## config.mk

```make
export PLATFORM = sky130hd
export DESIGN_NAME = jtframe_bank_share
export DESIGN_NICKNAME = d
export VERILOG_FILES = /design/src/rtl/jtframe_bank_share.sv
export SDC_FILE = /design/constraint.sdc
export NUM_CORES = 1
export LEC_CHECK = 0
export CAP_MARGIN = 20
export CORE_AREA = 2 2 75 149
export DETAILED_ROUTE_END_ITERATION = 7
export DIE_AREA = 0 0 77 151
export HOLD_SLACK_MARGIN = 0.12
export PLACE_DENSITY = 0.8
export SLEW_MARGIN = 10
export SYNTH_ARGS = -nofsm -noshare
export SYNTH_HDL_FRONTEND = slang
export SYNTH_SLANG_ARGS = --single-unit
```

## constraint.sdc

```tcl
create_clock -name clk -period 4.05 [get_ports clk]
set_input_delay 1.215 -clock clk [delete_from_list [all_inputs] [get_ports clk]]
set_output_delay 1.215 -clock clk [all_outputs]
set_load 0.05 [all_outputs]
```

## src/rtl/jtframe_bank_share.sv

```systemverilog
// Round-robin sharing of one SDRAM bank port among NREQ requesters.
// One transaction in flight at a time: IDLE (arbitrate) -> CMD (wait ack) -> WAIT (wait rdy).
module jtframe_bank_share #(
  parameter int AW   = 22,
  parameter int NREQ = 3
)(
  input  logic                 clk,
  input  logic                 rst_n,
  input  logic [NREQ*AW-1:0]   req_addr,
  input  logic [NREQ-1:0]      req_rd,
  input  logic [NREQ-1:0]      req_wr,
  input  logic [NREQ*16-1:0]   req_din,
  input  logic [NREQ*2-1:0]    req_dsn,
  output logic [NREQ-1:0]      req_ok,
  output logic [15:0]          req_dout,
  output logic                 busy,
  output logic [2:0]           grant,
  output logic [AW-1:0]        ba_addr,
  output logic                 ba_rd,
  output logic                 ba_wr,
  output logic [15:0]          ba_din,
  output logic [1:0]           ba_dsn,
  input  logic                 ba_ack,
  input  logic                 ba_rdy,
  input  logic [15:0]          sdram_dout
);

  localparam int MAXREQ = 8;

  typedef enum logic [1:0] {
    ST_IDLE,
    ST_CMD,
    ST_WAIT
  } state_t;

  state_t          state_reg,   state_next;
  logic [2:0]      rr_reg,      rr_next;
  logic [2:0]      grant_reg,   grant_next;
  logic            busy_reg,    busy_next;
  logic            we_reg,      we_next;
  logic [AW-1:0]   addr_reg,    addr_next;
  logic [15:0]     din_reg,     din_next;
  logic [1:0]      dsn_reg,     dsn_next;
  logic            ba_rd_reg,   ba_rd_next;
  logic            ba_wr_reg,   ba_wr_next;
  logic [NREQ-1:0] ok_reg,      ok_next;
  logic [NREQ-1:0] holdoff_reg, holdoff_next;
  logic [15:0]     dout_reg,    dout_next;

  // Requester buses padded to 8 entries so a 3-bit grant index is always in range
  logic [AW-1:0]     addr_arr [MAXREQ];
  logic [15:0]       din_arr  [MAXREQ];
  logic [1:0]        dsn_arr  [MAXREQ];
  logic [MAXREQ-1:0] rd_ext;
  logic [MAXREQ-1:0] wr_ext;
  logic [MAXREQ-1:0] holdoff_ext;
  logic [MAXREQ-1:0] pend_ext;

  genvar gi;
  generate
    for (gi = 0; gi < MAXREQ; gi++) begin : g_unpack
      if (gi < NREQ) begin : g_used
        assign addr_arr[gi]    = req_addr[gi*AW +: AW];
        assign din_arr[gi]     = req_din[gi*16 +: 16];
        assign dsn_arr[gi]     = req_dsn[gi*2 +: 2];
        assign rd_ext[gi]      = req_rd[gi];
        assign wr_ext[gi]      = req_wr[gi];
        assign holdoff_ext[gi] = holdoff_reg[gi];
      end else begin : g_unused
        assign addr_arr[gi]    = '0;
        assign din_arr[gi]     = '0;
        assign dsn_arr[gi]     = '0;
        assign rd_ext[gi]      = 1'b0;
        assign wr_ext[gi]      = 1'b0;
        assign holdoff_ext[gi] = 1'b0;
      end
    end
  endgenerate

  assign pend_ext = (rd_ext | wr_ext) & ~holdoff_ext;

  // First pending requester at or after the round-robin pointer, wrapping at NREQ
  logic [2:0] pick;
  logic       pick_valid;
  logic [3:0] idx;

  always_comb begin
    pick       = '0;
    pick_valid = 1'b0;
    idx        = '0;
    for (int k = 0; k < NREQ; k++) begin
      idx = {1'b0, rr_reg} + 4'(k);
      if (idx >= 4'(NREQ)) idx = idx - 4'(NREQ);
      if (!pick_valid && pend_ext[idx[2:0]]) begin
        pick       = idx[2:0];
        pick_valid = 1'b1;
      end
    end
  end

  logic [NREQ-1:0] grant_onehot;

  always_comb begin
    grant_onehot = '0;
    for (int i = 0; i < NREQ; i++) begin
      grant_onehot[i] = (grant_reg == 3'(i));
    end
  end

  // A bank that acks and completes in the same cycle skips WAIT entirely
  logic finish;
  assign finish = ((state_reg == ST_CMD) && ba_ack && ba_rdy) ||
                  ((state_reg == ST_WAIT) && ba_rdy);

  always_comb begin
    state_next   = state_reg;
    rr_next      = rr_reg;
    grant_next   = grant_reg;
    busy_next    = busy_reg;
    we_next      = we_reg;
    addr_next    = addr_reg;
    din_next     = din_reg;
    dsn_next     = dsn_reg;
    ba_rd_next   = ba_rd_reg;
    ba_wr_next   = ba_wr_reg;
    ok_next      = '0;
    holdoff_next = '0;
    dout_next    = dout_reg;

    case (state_reg)
      ST_IDLE: begin
        if (pick_valid) begin
          grant_next = pick;
          busy_next  = 1'b1;
          we_next    = wr_ext[pick];
          addr_next  = addr_arr[pick];
          din_next   = din_arr[pick];
          dsn_next   = wr_ext[pick] ? dsn_arr[pick] : 2'b00;
          ba_rd_next = ~wr_ext[pick];
          ba_wr_next = wr_ext[pick];
          state_next = ST_CMD;
        end
      end
      ST_CMD: begin
        if (ba_ack) begin
          ba_rd_next = 1'b0;
          ba_wr_next = 1'b0;
          state_next = ST_WAIT;
        end
      end
      ST_WAIT: begin
      end
      default: state_next = ST_IDLE;
    endcase

    if (finish) begin
      busy_next    = 1'b0;
      ok_next      = grant_onehot;
      holdoff_next = grant_onehot;
      rr_next      = (grant_reg == 3'(NREQ-1)) ? 3'd0 : grant_reg + 3'd1;
      state_next   = ST_IDLE;
      if (!we_reg) dout_next = sdram_dout;
    end
  end

  always_ff @(posedge clk or negedge rst_n) begin
    if (!rst_n) begin
      state_reg   <= ST_IDLE;
      rr_reg      <= '0;
      grant_reg   <= '0;
      busy_reg    <= 1'b0;
      we_reg      <= 1'b0;
      addr_reg    <= '0;
      din_reg     <= '0;
      dsn_reg     <= '0;
      ba_rd_reg   <= 1'b0;
      ba_wr_reg   <= 1'b0;
      ok_reg      <= '0;
      holdoff_reg <= '0;
      dout_reg    <= '0;
    end else begin
      state_reg   <= state_next;
      rr_reg      <= rr_next;
      grant_reg   <= grant_next;
      busy_reg    <= busy_next;
      we_reg      <= we_next;
      addr_reg    <= addr_next;
      din_reg     <= din_next;
      dsn_reg     <= dsn_next;
      ba_rd_reg   <= ba_rd_next;
      ba_wr_reg   <= ba_wr_next;
      ok_reg      <= ok_next;
      holdoff_reg <= holdoff_next;
      dout_reg    <= dout_next;
    end
  end

  assign req_ok   = ok_reg;
  assign req_dout = dout_reg;
  assign busy     = busy_reg;
  assign grant    = grant_reg;
  assign ba_addr  = addr_reg;
  assign ba_rd    = ba_rd_reg;
  assign ba_wr    = ba_wr_reg;
  assign ba_din   = din_reg;
  assign ba_dsn   = dsn_reg;

endmodule
```

Yosys cells after proc, flatten, opt, wreduce, memory -nomap -nowiden. Cells that the tools add are included.

Output and inout port bits: 65. Bits in registers: 71. Word-level logic and storage cells: 100.

Magnitude comparators: 8. Reduce and logical (&&, ||, !) cells: 18. Equal/unequal tests: 9. Multiplexer cells: 41. Bitwise operators: 6. Add/sub/neg operators: 6.

Operators with widths (count): $bmux 22 s3 (1); $bmux 16 s3 (1); $mux 22 (2); $mux 16 (2); $mux 3 (8); $lt 3x4->1 const B (4); $mux 1 (13); $bmux 1 s3 (4); $mux 2 (6); $sub 3x2->3 const B (3); $and 3x8->8 (1); $ge 4x2->1 const B (2); $not 3->8 (1); $bmux 2 s3 (1); $ne 2x2->1 const B (3); $ne 3x3->1 const B (2); $pmux 2 s3 (1); $reduce_and 2->1 (3); $reduce_and 3->1 (2); $reduce_bool 2->1 (3); $logic_and 1x1->1 (5); $add 3x1->4 const B (1); $add 3x2->4 const B (1); $ge 4x4->1 const B (1); other kinds (14) (17).

Logic depth before layout (Yosys ltp). Gate-level depths: netlist of the first run.

Depth after elaboration: 16. Depth in mapped cells: 12.

Worst setup path after synthesis of the first run. Ideal clock, no wire load.

Path type: input to register. Start point: input port req_rd[2]. End point: register ba_wr_reg, in the netlist ba_wr. Stages on the path: 8. Buffers on the path: 1. Setup time: 0.138 ns. Arrival time: 2.884 ns. Required time: 3.912 ns. Setup slack: 1.029 ns. Path through: o21ba_2 -> o311a_1 -> and3_1 -> or3_4 -> a21o_1 -> buf_6 -> a221oi_4 -> o21ai_0.

Cells in the longest elaborated chain, start to end: 15. Elaborated cells between the ends (all ways): 24.

Ends and longest elaborated chain: start: declaration (RTL line 10) `input logic [NREQ-1:0] req_rd,`; $or 3x3->3 * (RTL line 80) `assign pend_ext = (rd_ext | wr_ext) & ~holdoff_ext;`; $and 3x8->8 * (RTL line 80); $bmux 1 s3 (RTL line 94) `if (!pick_valid && pend_ext[idx[2:0]]) begin`; $mux 1 (not written as such) (RTL line 94); $mux 1 (RTL line 94); $logic_not 1->1 (RTL line 94); $logic_and 1x1->1 (RTL line 94); $mux 1 (RTL line 94); $logic_not 1->1 (RTL line 94); $logic_and 1x1->1 (RTL line 94); $mux 3 (RTL line 94); $bmux 1 s3 (RTL line 140) `ba_wr_next = wr_ext[pick];`; $mux 1 (not written as such) (RTL line 140); $mux 1 (RTL line 132) `if (pick_valid) begin`; $pmux 1 s2 (RTL line 130) `case (state_reg)`; end signal: assignment (RTL line 191) `ba_wr_reg <= ba_wr_next;`; end: declaration (RTL line 45) `logic ba_wr_reg, ba_wr_next;`.

Mark *: on every way between the ends. The rest lies on a longest branch, timed or not. The select of a mux whose other input is x is not followed. A chain may end at the register's enable or synchronous reset.

Final worst setup path of the first run.
Start point: register rr_reg[0]. End point: register addr_reg[15], in the netlist ba_addr[15].

Cells in the longest elaborated chain, start to end: 15. Elaborated cells between the ends (all ways): 32.

Ends and longest elaborated chain: start: declaration (RTL line 37) `logic [2:0] rr_reg, rr_next;`; start signal: assignment (RTL line 183) `rr_reg <= rr_next;`; parallel branches: the longest is 15 deep, another holds $add 3x1->4; end signal: assignment (RTL line 187) `addr_reg <= addr_next;`; end: declaration (RTL line 41) `logic [AW-1:0] addr_reg, addr_next;`.

Parallel ways; which one is timed is not known. The select of a mux whose other input is x is not followed.

==> flow_summary.json, run 1 <==
{
  "tightestPinTransition_ps": 945,
  "critPathRequiredTime_ps": 4240,
  "status": "finished, final reports clean",
  "core_region_area_sq_um": 10500,
  "arrival_ps": 3750,
  "fin_skew_ps": 5.39,
  "grt.total_usage_pct": 25.5,
  "netlist_top_cells_area": "dfrtp_1 (42%), a211oi_1 (13%), o21ai_0 (7.6%)",
  "vias": 4441,
  "syn-num-nets": 623,
  "grt_pass1_vias": 4499,
  "drt_iter0_drc": 298,
  "max_freq_mhz": 281,
  "cpMaxStageDelayCell": "dfrtp_1",
  "min_from": "ba_addr[2]$_DFFE_PN0P_",
  "synth_cells": 470,
  "postSynthAreaPerCell_sq_um": 8.99,
  "reg2reg_slack_ps": 490,
  "clkSinkCount": 71,
  "tns_ps": 0,
  "synth_edf_count": 0,
  "gp_congestion": 0.931,
  "hold-path-endpoint": "ba_addr[2]$_DFFE_PN0P_",
  "rows": 53,
  "firstDrtPassIters": 5,
  "root_buffer": "clkbuf_16",
  "post-cts-setup-buffers": 0,
  "wl_um": 14800,
  "hold_viol": 0,
  "synth-xor-area-share_pct": 0.829,
  "grt_overflow": 0,
  "maxCapViolations": 0,
  "final_nets": 818,
  "die_y_um": 151,
  "fin_crit_ps": 3560,
  "ys_ff_latch": 71,
  "crit_chain": "ha_1, ha_1, nor2b_1, or3_1, a221oi_1, o21bai_1, mux2_2, buf_4, a211oi_1, o21ai_0",
  "yosysWarnings": 0,
  "synthSimpleGateAreaFrac_pct": 9.98,
  "synth_fa_ha_area_share_pct": 2.07,
  "htree_levels": 3,
  "drv_slew": 0,
  "holdPathStages": 2,
  "rr_endpoint": "ba_addr[15]$_DFFE_PN0P_",
  "setup_viol": 0,
  "post_cts_resized": 0,
  "ctsLongestPathBuffers": 2,
  "layout_commonest_cell": "clkdlybuf4s50_1",
  "ys_types": 50,
  "cts_tree": "yes",
  "grt_setup_unrepaired": "false",
  "via_per_inst": 5.50,
  "drc": 0,
  "antenna_found_initial": 0,
  "period_share_pct": 87.9,
  "syn2layout_area_growth_pct": 59.6,
  "worstSkewPairLatency_ps": 330,
  "grt_max_degree": 72,
  "async_reset_ff_share_pct": 100,
  "portBuffers": 210,
  "ys.flop_type": "dfrtp_1",
  "io_pins": 211,
  "dp_hpwl_um": 11100,
  "cp-start-kind": "register",
  "drive_above_1_share_pct": 8.96,
  "dp_cells": 791,
  "yosysTopAreaCell": "dfrtp_1",
  "muxShareOfSynthArea_pct": 5.24,
  "cts_buffers": 9,
  "post_drt_wl_per_cell_um": 18.3,
  "initial_core_util_pct": 40.3,
  "worst_r2r_path_depth": 10,
  "syn_area_sq_um": 4230,
  "cts_hold_buf": 0,
  "cpMostUsedCell": "ha_1",
  "die_w_um": 77,
  "synth_top_family_by_area": "compound AO/OA/AOI/OAI gates",
  "cp_max_fo": 23,
  "synth_compound_area_share_pct": 31.2,
  "largest_reg_flops": 22,
  "min-delay-path-class": "register to register",
  "crit_type": "register to register",
  "clk_pin_slew_ps": 60,
  "relSlewSlack_pct": 37.0,
  "synth_top_area_share_pct": 42.0,
  "ant_nets": 0,
  "fin_cells": 807,
  "r2r_start": "rr_reg[0]$_DFFE_PN0N_",
  "grt_pass1_wl_um": 23000,
  "die_area_sq_um": 11600,
  "final_cell_mix": "clkdlybuf4s50_1 (209), a211oi_1 (76), dfrtp_1 (71), o21ai_0 (64), nand2_1 (51)",
  "diodes": 0,
  "slowest_delay_ps": 540,
  "yosysSeqAreaShare_pct": 42.0,
  "cp-end-kind": "register"
}
==> critical path, delay by kind of cell (launching register included) <==
family	cells	cell delay (ps)
flops	1	540
fa+ha+maj	2	630
compound gates	4	990
buf+inv	1	290
simple gates	2	480
mux	1	480
==> worst max-delay path by stage <==
stage | startpoint | end | slack [ps] | cells past startpoint
4_1_cts | rr_reg[0]$_DFFE_PN0N_ | ba_addr[15]$_DFFE_PN0P_ | 480 | 10
2_1_floorplan | req_rd[2] | ba_wr$_DFFE_PN0P_ | 1030 | 8
6_report | rr_reg[0]$_DFFE_PN0N_ | ba_addr[15]$_DFFE_PN0P_ | 490 | 10
5_1_grt | rr_reg[0]$_DFFE_PN0N_ | ba_addr[19]$_DFFE_PN0P_ | 230 | 10
3_3_place_gp | req_wr[0] | ba_addr[13]$_DFFE_PN0P_ | 300 | 9
3_5_place_dp | req_wr[0] | ba_addr[15]$_DFFE_PN0P_ | 180 | 9
==> per-layer routing <==
| layer | GRT usage, % | vias to the layer above | part of all wire (%) |
|---|---|---|---|
| met3 | 4.23 | 40 | 5.4 |
| met2 | 48.2 | 210 | 57 |
| met5 | 0 | - | 0 |
| met1 | 26.5 | 2109 | 33 |
| met4 | 13.8 | 0 | 4.4 |
| li1 | - | 2082 | - |
==> cell usage after synthesis (2+ instances only) <==
library cell,n
xnor2_1,4
o21ai_0,64
a21oi_1,4
ha_1,7
clkbuf_1,9
buf_1,4
nand2_1,51
nand2b_1,2
nor3b_1,3
buf_6,3
nor2_1,15
clkbuf_2,3
nor2b_1,6
o21ai_1,21
o21a_1,2
a211oi_1,76
nor3_1,2
nor4_1,2
a21o_1,2
inv_1,45
o21bai_1,6
mux2i_1,3
a221oi_1,2
dfrtp_1,71
nand3_1,4
o41ai_2,2
mux2_2,17
buf_2,18
==> logic make-up (layout without fill, tap and decap cells) <==
logic type               Yosys count  count (layout)
multiplexers                      20              20
buffers and inverters             83             283
AO/OA/AOI/OAI                    193             193
adder cells (fa/ha/maj)            7               7
XOR/XNOR                           4               4
flip-flops                        71              71
AND/OR/NAND/NOR                   92              92
==> per-stage QoR <==
| step | utilization, % | area (sq um) | hold slack, ps | worst slack [ps] |
|---|---|---|---|---|
| floorplan | - | 4230 | 451 | 1030 |
| global placement | 61.3 | 6420 | 463 | 304 |
| detailed placement | 61.3 | 6420 | 474 | 175 |
| CTS | 64.4 | 6750 | 487 | 484 |
| global route | 64.4 | 6750 | 501 | 226 |
| finish | 64.4 | 6750 | 478 | 490 |
==> area by class of cell <==
cell class / instances / area (sq um)
Tap cell: 137 / 171
Sequential cell: 71 / 1780
Inverter: 45 / 169
Clock buffer: 9 / 225
Clock inverter: 7 / 96.3
Timing Repair Buffer: 222 / 2200
Fill cell: 940 / 3730
Multi-Input combinational cell: 316 / 2110
Power of run 1 is left out: the tool's default activity adds up to more than one toggle a clock period on the data nets, which glitch-free logic cannot reach.
==> run 2, diff against run 1 <==
Settings changed: CORE_AREA 2 2 75 149 to 2 2 81 161, DIE_AREA 0 0 77 151 to 0 0 83 163, PLACE_DENSITY 0.8 to 0.7.
==> flow_summary.json, run 2 (synthesis results as in run 1) <==
{
  "status": "finished, final reports clean",
  "slowest_delay_ps": 580,
  "core_region_area_sq_um": 12400,
  "via_per_inst": 5.33,
  "worstSkewPairLatency_ps": 340,
  "met1_length_um": 6070,
  "firstDrtPassIters": 4,
  "hold_viol": 0,
  "vias": 4395,
  "crit_type": "register to register",
  "cp_max_fo": 39,
  "grt_pass1_wl_um": 23000,
  "tightestPinTransition_ps": 905,
  "path_buf_inv": 1,
  "whs_ps": 479,
  "ctsLongestPathBuffers": 2,
  "rows": 58,
  "root_buffer": "clkbuf_16",
  "arrival_ps": 3740,
  "die_w_um": 83,
  "fin_crit_ps": 3520,
  "antenna_found_initial": 0,
  "grt_overflow": 0,
  "drive_above_1_share_pct": 9.05,
  "cts_buffers": 9,
  "grt_pass1_vias": 4429,
  "initial_core_util_pct": 34.1,
  "cpMaxStageDelayCell": "mux2i_1",
  "post_drt_wl_per_cell_um": 17.5,
  "gp_congestion": 0.855,
  "grt.total_usage_pct": 21.5,
  "fin_skew_ps": 6.43,
  "ant_nets": 0,
  "fin_cells": 824,
  "period_share_pct": 87.0,
  "portBuffers": 210,
  "wl_um": 14500,
  "tns_ps": 0,
  "min-delay-path-class": "register to register",
  "cts_tree": "yes",
  "post-cts-setup-buffers": 0,
  "grt_setup_unrepaired": "false",
  "dp_cells": 808,
  "routed.top_layer": "met4",
  "cts_hold_buf": 0,
  "cp-start-kind": "register",
  "setup_viol": 0,
  "die_area_sq_um": 13500,
  "final_nets": 822,
  "dp_hpwl_um": 10900,
  "die_y_um": 163,
  "cpMostUsedCell": "ha_1",
  "largest_reg_flops": 22,
  "path_delay_family": "multiplexers",
  "max_freq_mhz": 284,
  "diodes": 0,
  "final_cell_mix": "clkdlybuf4s50_1 (209), a211oi_1 (76), dfrtp_1 (71), o21ai_0 (64), nand2_1 (51)",
  "relSlewSlack_pct": 39.7,
  "io_pins": 211,
  "post_cts_resized": 0,
  "drc": 0,
  "layout_commonest_cell": "clkdlybuf4s50_1",
  "grt_max_degree": 72,
  "clkSinkCount": 71,
  "wl_met2_um": 6810,
  "htree_levels": 3,
  "routed-wl-met3_um": 1240,
  "drv_slew": 0,
  "critPathRequiredTime_ps": 4260,
  "syn2layout_area_growth_pct": 60.6,
  "final_util_pct": 54.7,
  "clk_pin_slew_ps": 60,
  "maxCapViolations": 0,
  "crit_chain": "ha_1, ha_1, a211oi_2, mux2i_1, a311oi_1, nor2_1, mux2_2, buf_12, a211oi_1, o21ai_1",
  "cp-end-kind": "register",
  "drt_iter0_drc": 149,
  "n_fill_cell": 1151
}
## run 2: routing by layer
layer | up-vias | global-route usage (%)
met5 | - | 0
met4 | 0 | 7.75
met3 | 20 | 6.64
met2 | 214 | 35.9
met1 | 2075 | 26.0
li1 | 2086 | -
## run 2: worst paths after layout
| path | from | to | slack (ps) | cells after the start |
|---|---|---|---|---|
| max reg2reg | rr_reg[0]$_DFFE_PN0N_ | ba_din[10]$_DFFE_PN0P_ | 530 | 10 |
| max | rr_reg[0]$_DFFE_PN0N_ | ba_din[10]$_DFFE_PN0P_ | 530 | 10 |
| max in group asynchronous | rst_n | ba_dsn[1]$_DFFE_PN0P_ | 2460 | 1 |
| min in group asynchronous | rst_n | ba_addr[12]$_DFFE_PN0P_ | 1010 | 1 |
| min reg2reg | ba_addr[19]$_DFFE_PN0P_ | ba_addr[19]$_DFFE_PN0P_ | 480 | 2 |
| min | ba_addr[19]$_DFFE_PN0P_ | ba_addr[19]$_DFFE_PN0P_ | 480 | 2 |
## run 2: tightest hold or removal path, cell delays in order (launching register included)
cell and delay, ps:
dfrtp_1 340, nand2_1 40, o21ai_0 60
## run 2: final cells by class
cell class	instances	area [sq um]	share of cell area [%]
clock buffer	13	250	3.69
clock inverter	3	42.5	0.627
inverter	45	169	2.49
multi-input combinational	316	2110	31.0
sequential	71	1780	26.2
tap	150	188	2.76
timing repair buffer	226	2260	33.2
## run 2: stage by stage
step | area, sq um | setup WS (ps)
floorplan | 4230 | 1030
global placement | 6500 | 335
detailed placement | 6500 | 279
CTS | 6790 | 589
global route | 6790 | 299
finish | 6790 | 528
Power of run 2 is left out for the same reason.
